$ cat src/rtl/serial_pattern_tx.sv
// Serial bit-pattern transmitter: shifts a latched pattern out LSB-first with
// optional repeats and idle gaps. Define SERIAL_TX_PARITY_EN to append an even-parity bit.
module serial_pattern_tx #(
    parameter int NBITS      = 4,
    parameter int GAP_CYCLES = 1,
    parameter int NREP_BITS  = 3
) (
    input  logic                         clk_2,
    input  logic                         reset,
    input  logic                         start,
    input  logic [NBITS-1:0]             pattern,
    input  logic [NREP_BITS-1:0]         reps,
    output logic                         data_out,
    output logic                         valid_out,
    output logic                         busy,
    output logic                         done,
    output logic [$clog2(NBITS+1)-1:0]   bit_idx
);

    localparam int IDXW = $clog2(NBITS+1);
`ifdef SERIAL_TX_PARITY_EN
    localparam int FLEN = NBITS + 1;
`else
    localparam int FLEN = NBITS;
`endif
    localparam logic [IDXW-1:0] LAST_IDX = IDXW'(FLEN - 1);
    localparam logic [3:0]      GAP_LOAD = (GAP_CYCLES > 0) ? 4'(GAP_CYCLES - 1) : 4'd0;

    typedef enum logic [1:0] {IDLE, SEND, GAP, DONE} state_t;

    state_t                 state_q, state_d;
    logic [FLEN-1:0]        shreg_q, shreg_d;
    logic [FLEN-1:0]        pat_q, pat_d;
    logic [NREP_BITS-1:0]   rep_q, rep_d;
    logic [3:0]             gap_q, gap_d;
    logic                   valid_q, valid_d;
    logic                   busy_q, busy_d;
    logic                   done_q, done_d;
    logic [IDXW-1:0]        idx_q, idx_d;
    logic [FLEN-1:0]        frame;

`ifdef SERIAL_TX_PARITY_EN
    assign frame = {^pattern, pattern};
`else
    assign frame = pattern;
`endif

    // The shift register is kept at zero outside of frame bits, so its LSB
    // doubles as the registered data_out.
    always_comb begin
        state_d = state_q;
        shreg_d = '0;
        pat_d   = pat_q;
        rep_d   = rep_q;
        gap_d   = gap_q;
        valid_d = 1'b0;
        busy_d  = 1'b0;
        done_d  = 1'b0;
        idx_d   = '0;
        case (state_q)
            IDLE: begin
                if (start) begin
                    pat_d   = frame;
                    shreg_d = frame;
                    rep_d   = (reps == '0) ? NREP_BITS'(1) : reps;
                    valid_d = 1'b1;
                    busy_d  = 1'b1;
                    state_d = SEND;
                end
            end
            SEND: begin
                busy_d = 1'b1;
                if (idx_q == LAST_IDX) begin
                    rep_d = rep_q - 1'b1;
                    if (rep_q == NREP_BITS'(1)) begin
                        done_d  = 1'b1;
                        state_d = DONE;
                    end else if (GAP_CYCLES > 0) begin
                        gap_d   = GAP_LOAD;
                        state_d = GAP;
                    end else begin
                        shreg_d = pat_q;
                        valid_d = 1'b1;
                    end
                end else begin
                    shreg_d = shreg_q >> 1;
                    valid_d = 1'b1;
                    idx_d   = idx_q + 1'b1;
                end
            end
            GAP: begin
                busy_d = 1'b1;
                if (gap_q == 4'd0) begin
                    shreg_d = pat_q;
                    valid_d = 1'b1;
                    state_d = SEND;
                end else begin
                    gap_d = gap_q - 1'b1;
                end
            end
            DONE: begin
                state_d = IDLE;
            end
            default: state_d = IDLE;
        endcase
    end

    always_ff @(posedge clk_2 or negedge reset) begin
        if (!reset) begin
            state_q <= IDLE;
            shreg_q <= '0;
            pat_q   <= '0;
            rep_q   <= '0;
            gap_q   <= '0;
            valid_q <= 1'b0;
            busy_q  <= 1'b0;
            done_q  <= 1'b0;
            idx_q   <= '0;
        end else begin
            state_q <= state_d;
            shreg_q <= shreg_d;
            pat_q   <= pat_d;
            rep_q   <= rep_d;
            gap_q   <= gap_d;
            valid_q <= valid_d;
            busy_q  <= busy_d;
            done_q  <= done_d;
            idx_q   <= idx_d;
        end
    end

    assign data_out  = shreg_q[0];
    assign valid_out = valid_q;
    assign busy      = busy_q;
    assign done      = done_q;
    assign bit_idx   = idx_q;

endmodule

$ cat config.mk
export PLATFORM = sky130hd
export DESIGN_NAME = serial_pattern_tx
export DESIGN_NICKNAME = d
export VERILOG_FILES = /design/src/rtl/serial_pattern_tx.sv
export SDC_FILE = /design/constraint.sdc
export NUM_CORES = 1
export LEC_CHECK = 0
export BUFFER_PORTS_ARGS = -buffer_cell sky130_fd_sc_hd__clkbuf_2
export CAP_MARGIN = 15
export CORE_ASPECT_RATIO = 0.8
export CORE_MARGIN = 5
export CORE_UTILIZATION = 50
export CTS_CLUSTER_DIAMETER = 50
export CTS_CLUSTER_SIZE = 28
export DETAILED_ROUTE_END_ITERATION = 10
export GPL_TIMING_DRIVEN = 0
export PLACE_DENSITY = 0.72
export SETUP_SLACK_MARGIN = 0.4
export SYNTH_ARGS = -nofsm -noshare
export SYNTH_HDL_FRONTEND = slang
export SYNTH_SLANG_ARGS = --single-unit
$ cat constraint.sdc
create_clock -name clk_2 -period 1.7 [get_ports clk_2]
set_input_delay 0.085 -clock clk_2 [delete_from_list [all_inputs] [get_ports clk_2]]
set_output_delay 0.085 -clock clk_2 [all_outputs]
set_load 0.02 [all_outputs]
==> flow_summary.yaml <==
global_route:
  grt_pass1_wl_mm: 4.60
  gr-total-overflow: 0
  antenna_found_initial: 0
  grt_pass1_vias: 1042
  track_usage_pct: 17.6
  grt_start_max_net_pins: 24
clock_network:
  path_clk_slew_ns: 0.14
  cts_tree: "done"
  worstSkewPairLatency_ns: 0.32
  clk_path_buf_depth: 2
  clkSinkCount: 23
  cts_htree_levels: 1
  root_buffer: "clkbuf_4"
  cts_buffers: 3
die:
  num_rows: 16
  core_area_um2: 2380
  die_area_um2: 3530
  initial_utilization_pct: 51.2
  die_h_um: 54.2
  die_w_um: 65.2
  io_pins: 17
worst_setup_path:
  cp.arrival_ns: 1.70
  reg2reg_depth: 6
  crit_chain: "inv_4 -> ha_4 -> nand2b_4 -> a21boi_4 -> and2_4 -> mux2_4"
  r2r_end: "state_q[0]$_DFFE_PN0P_"
  critPathRequiredTime_ns: 1.92
  start_kind: "flip-flop"
  slowest_stage: "dfrtp_2"
  endpoint_kind: "flip-flop"
  slowest_delay_ns: 0.45
  crit_fanout: 4
  reg2reg_slack_ns: 0.21
  r2r-start: "state_q[0]$_DFFE_PN0P_"
  critPathKind: "flip-flop to flip-flop"
routing:
  wire_per_inst_um: 15.3
  firstDrtPassIters: 4
  wirelength_mm: 2.91
  drtIter0Drc: 59
  ant_nets: 0
  route.detailed.drc: 0
  viasPerCell: 5.44
  num_vias: 1034
worst_hold_path:
  holdPathStages: 3
  hp-start: "start"
  hold_path_end: "valid_out$_DFF_PN0_"
  holdCritPathClass: "primary input to flip-flop"
sta:
  setup_violations: 0
  slew_headroom_pct: 61.1
  timing.final.crit_share_pct: 87.6
  hold_viol: 0
  finalSetupTns_ns: 0
  clock.fmax_mhz: 672
  skew_ns: 0.00401
  tightest_slew_ns: 0.583
  whs_ns: 0.0999
  period_needed_ns: 1.49
  drv_slew: 0
  rsz0062_at_grt: "yes"
power_and_ir_drop:
  p_leak_nw: 0.803
  p_seq_share_pct: 31.1
  internal_power_mw: 1.65
  switching_share_pct: 41.2
  p_switching_mw: 1.15
  p_per_area_nw_per_um2: 1670
  pwr-share-clk_pct: 9.5
  combPwrFrac_pct: 59.4
  max-vdd-ir-drop_uv: 813
finish:
  nets: 184
  antenna_cells: 0
  fillers: 173
  drive_gt1_share_pct: 44.8
  area_growth_pct: 37.5
yosys:
  synth_edf_count: 0
  synth_nets: 142
  syn_area_um2: 1220
  synth_cells: 122
  synth_area_per_cell_um2: 10.0
  synth.distinct_cells: 36
  synth_seq_area_share_pct: 47.2
  yosysWarnings: 0
  yosys_register_bits: 23
  synth_ff_type: "dfrtp_1"
  ys_async_sr_fraction_pct: 100
flow_run:
  max_cap_violations: 0
place:
  dp.final_hpwl_mm: 1.78
  port_buffers: 16
  place_congestion: 0.822
outcome:
  status: "finished clean"
==> synth_stat cells (2+ instances only) <==
master | number | area share, %
o211ai_1 | 2 | 1.2
o21ai_0 | 6 | 2.5
nand2b_1 | 3 | 1.5
dfrtp_1 | 23 | 47
nand2_1 | 18 | 5.5
o22ai_1 | 3 | 1.5
a32oi_1 | 3 | 2.2
nor2b_1 | 3 | 1.5
inv_1 | 8 | 2.5
a21oi_1 | 8 | 3.3
nor2_1 | 9 | 2.8
buf_2 | 2 | 0.82
nand2b_4 | 2 | 2.3
ha_1 | 10 | 10
==> critical path: cells and delay by family, from the launching register on <==
| kind | cells | cell delay (ns) |
|---|---|---|
| AOI/OAI and AO/OA | 1 | 0.18 |
| and+or+nand+nor | 2 | 0.24 |
| adders and majority gates | 1 | 0.18 |
| DFF | 1 | 0.45 |
| muxes | 1 | 0.29 |
| buffers and inverters | 1 | 0.06 |
==> flip-flops by register name (all words and copies together) (netlist names) <==
name	flops
gap_q	4
pat_q	4
shreg_q	4
bit_idx	3
rep_q	3
state_q	2
busy	1
done	1
valid_out	1
==> cell type report <==
type	instances	area, um^2	share of cell area (%)
Buffer	4	38.8	2.31
Clock buffer	3	22.5	1.34
Clock inverter	1	7.51	0.447
Inverter	8	32.5	1.94
Multi-Input combinational cell	87	706	42.1
Sequential cell	23	579	34.5
Tap cell	27	33.8	2.01
Timing Repair Buffer	37	258	15.4
==> kinds of logic after synthesis <==
kind of cell | Yosys count | synth area share [%]
mux | 2 | 2.05
compound gates | 30 | 16.4
fa+ha+maj | 10 | 10.3
simple gates | 45 | 19.6
buf+inv | 12 | 4.51
flops | 23 | 47.2
==> stage by stage <==
stage | area, um^2 | util, % | std cells | setup slack [ns] | power, mW
final | 1680 | 70.4 | 190 | 0.211 | 2.80
after global routing | 1680 | 70.4 | 190 | 0.174 | 2.98
after CTS | 1610 | 67.4 | 184 | 0.232 | 2.60
after detailed placement | 1370 | 57.7 | 165 | 0.0691 | 2.03
after global placement | 1370 | 57.7 | 165 | 0.0831 | 1.99
after floorplan | 1260 | - | 122 | 0.203 | 1.75
==> power groups by stage <==
stage | Clock [mW] | Combinational (mW) | Sequential, mW
finish | 0.266 | 1.66 | 0.870
floorplan | 0 | 0.828 | 0.919
global route | 0.293 | 1.80 | 0.891
global placement | 0 | 1.13 | 0.868
CTS | 0.271 | 1.46 | 0.867
detailed placement | 0 | 1.15 | 0.880
==> repair_timing <==
item                                    in CTS  in global routing
pin swaps                                   13                  8
endpoints found under the hold margin       30                  0
setup buffers                               10                  6
cloned                                       0                  0
endpoints found under the setup margin      22                 21
hold buffers                                 5                  0
gates resized for setup                     21                  9
==> metal layers <==
layer	vias up	wire length, um	track usage (%)
li1	498	-	-
met1	507	1280	20.0
met2	25	1450	32.4
met3	4	160	5.64
met4	0	18	4.48
met5	-	0	0
==> placed cells by master, fill, tap and decap left out, types with 4 or more instances in the layout <==
cell type	count
dfrtp_1	20
nand2_1	17
clkbuf_2	16
buf_4	14
nor2_1	8
a21oi_1	7
buf_6	5
dlygate4sd3_1	5
inv_2	4
ha_1	4
==> worst max path at each step <==
stage                                      start                     end  slack (ns)  cells past startpoint
final                     state_q[0]$_DFFE_PN0P_  state_q[0]$_DFFE_PN0P_        0.21                      6
after global routing      state_q[0]$_DFFE_PN0P_    shreg_q[2]$_DFF_PN0_        0.17                      6
after CTS                 state_q[0]$_DFFE_PN0P_  state_q[0]$_DFFE_PN0P_        0.23                      6
after detailed placement  state_q[0]$_DFFE_PN0P_  state_q[0]$_DFFE_PN0P_        0.07                      6
after global placement    state_q[0]$_DFFE_PN0P_  state_q[0]$_DFFE_PN0P_        0.08                      6
after floorplan           state_q[0]$_DFFE_PN0P_  state_q[0]$_DFFE_PN0P_        0.20                      6
No activity file was read; power rests on OpenSTA's default activity.
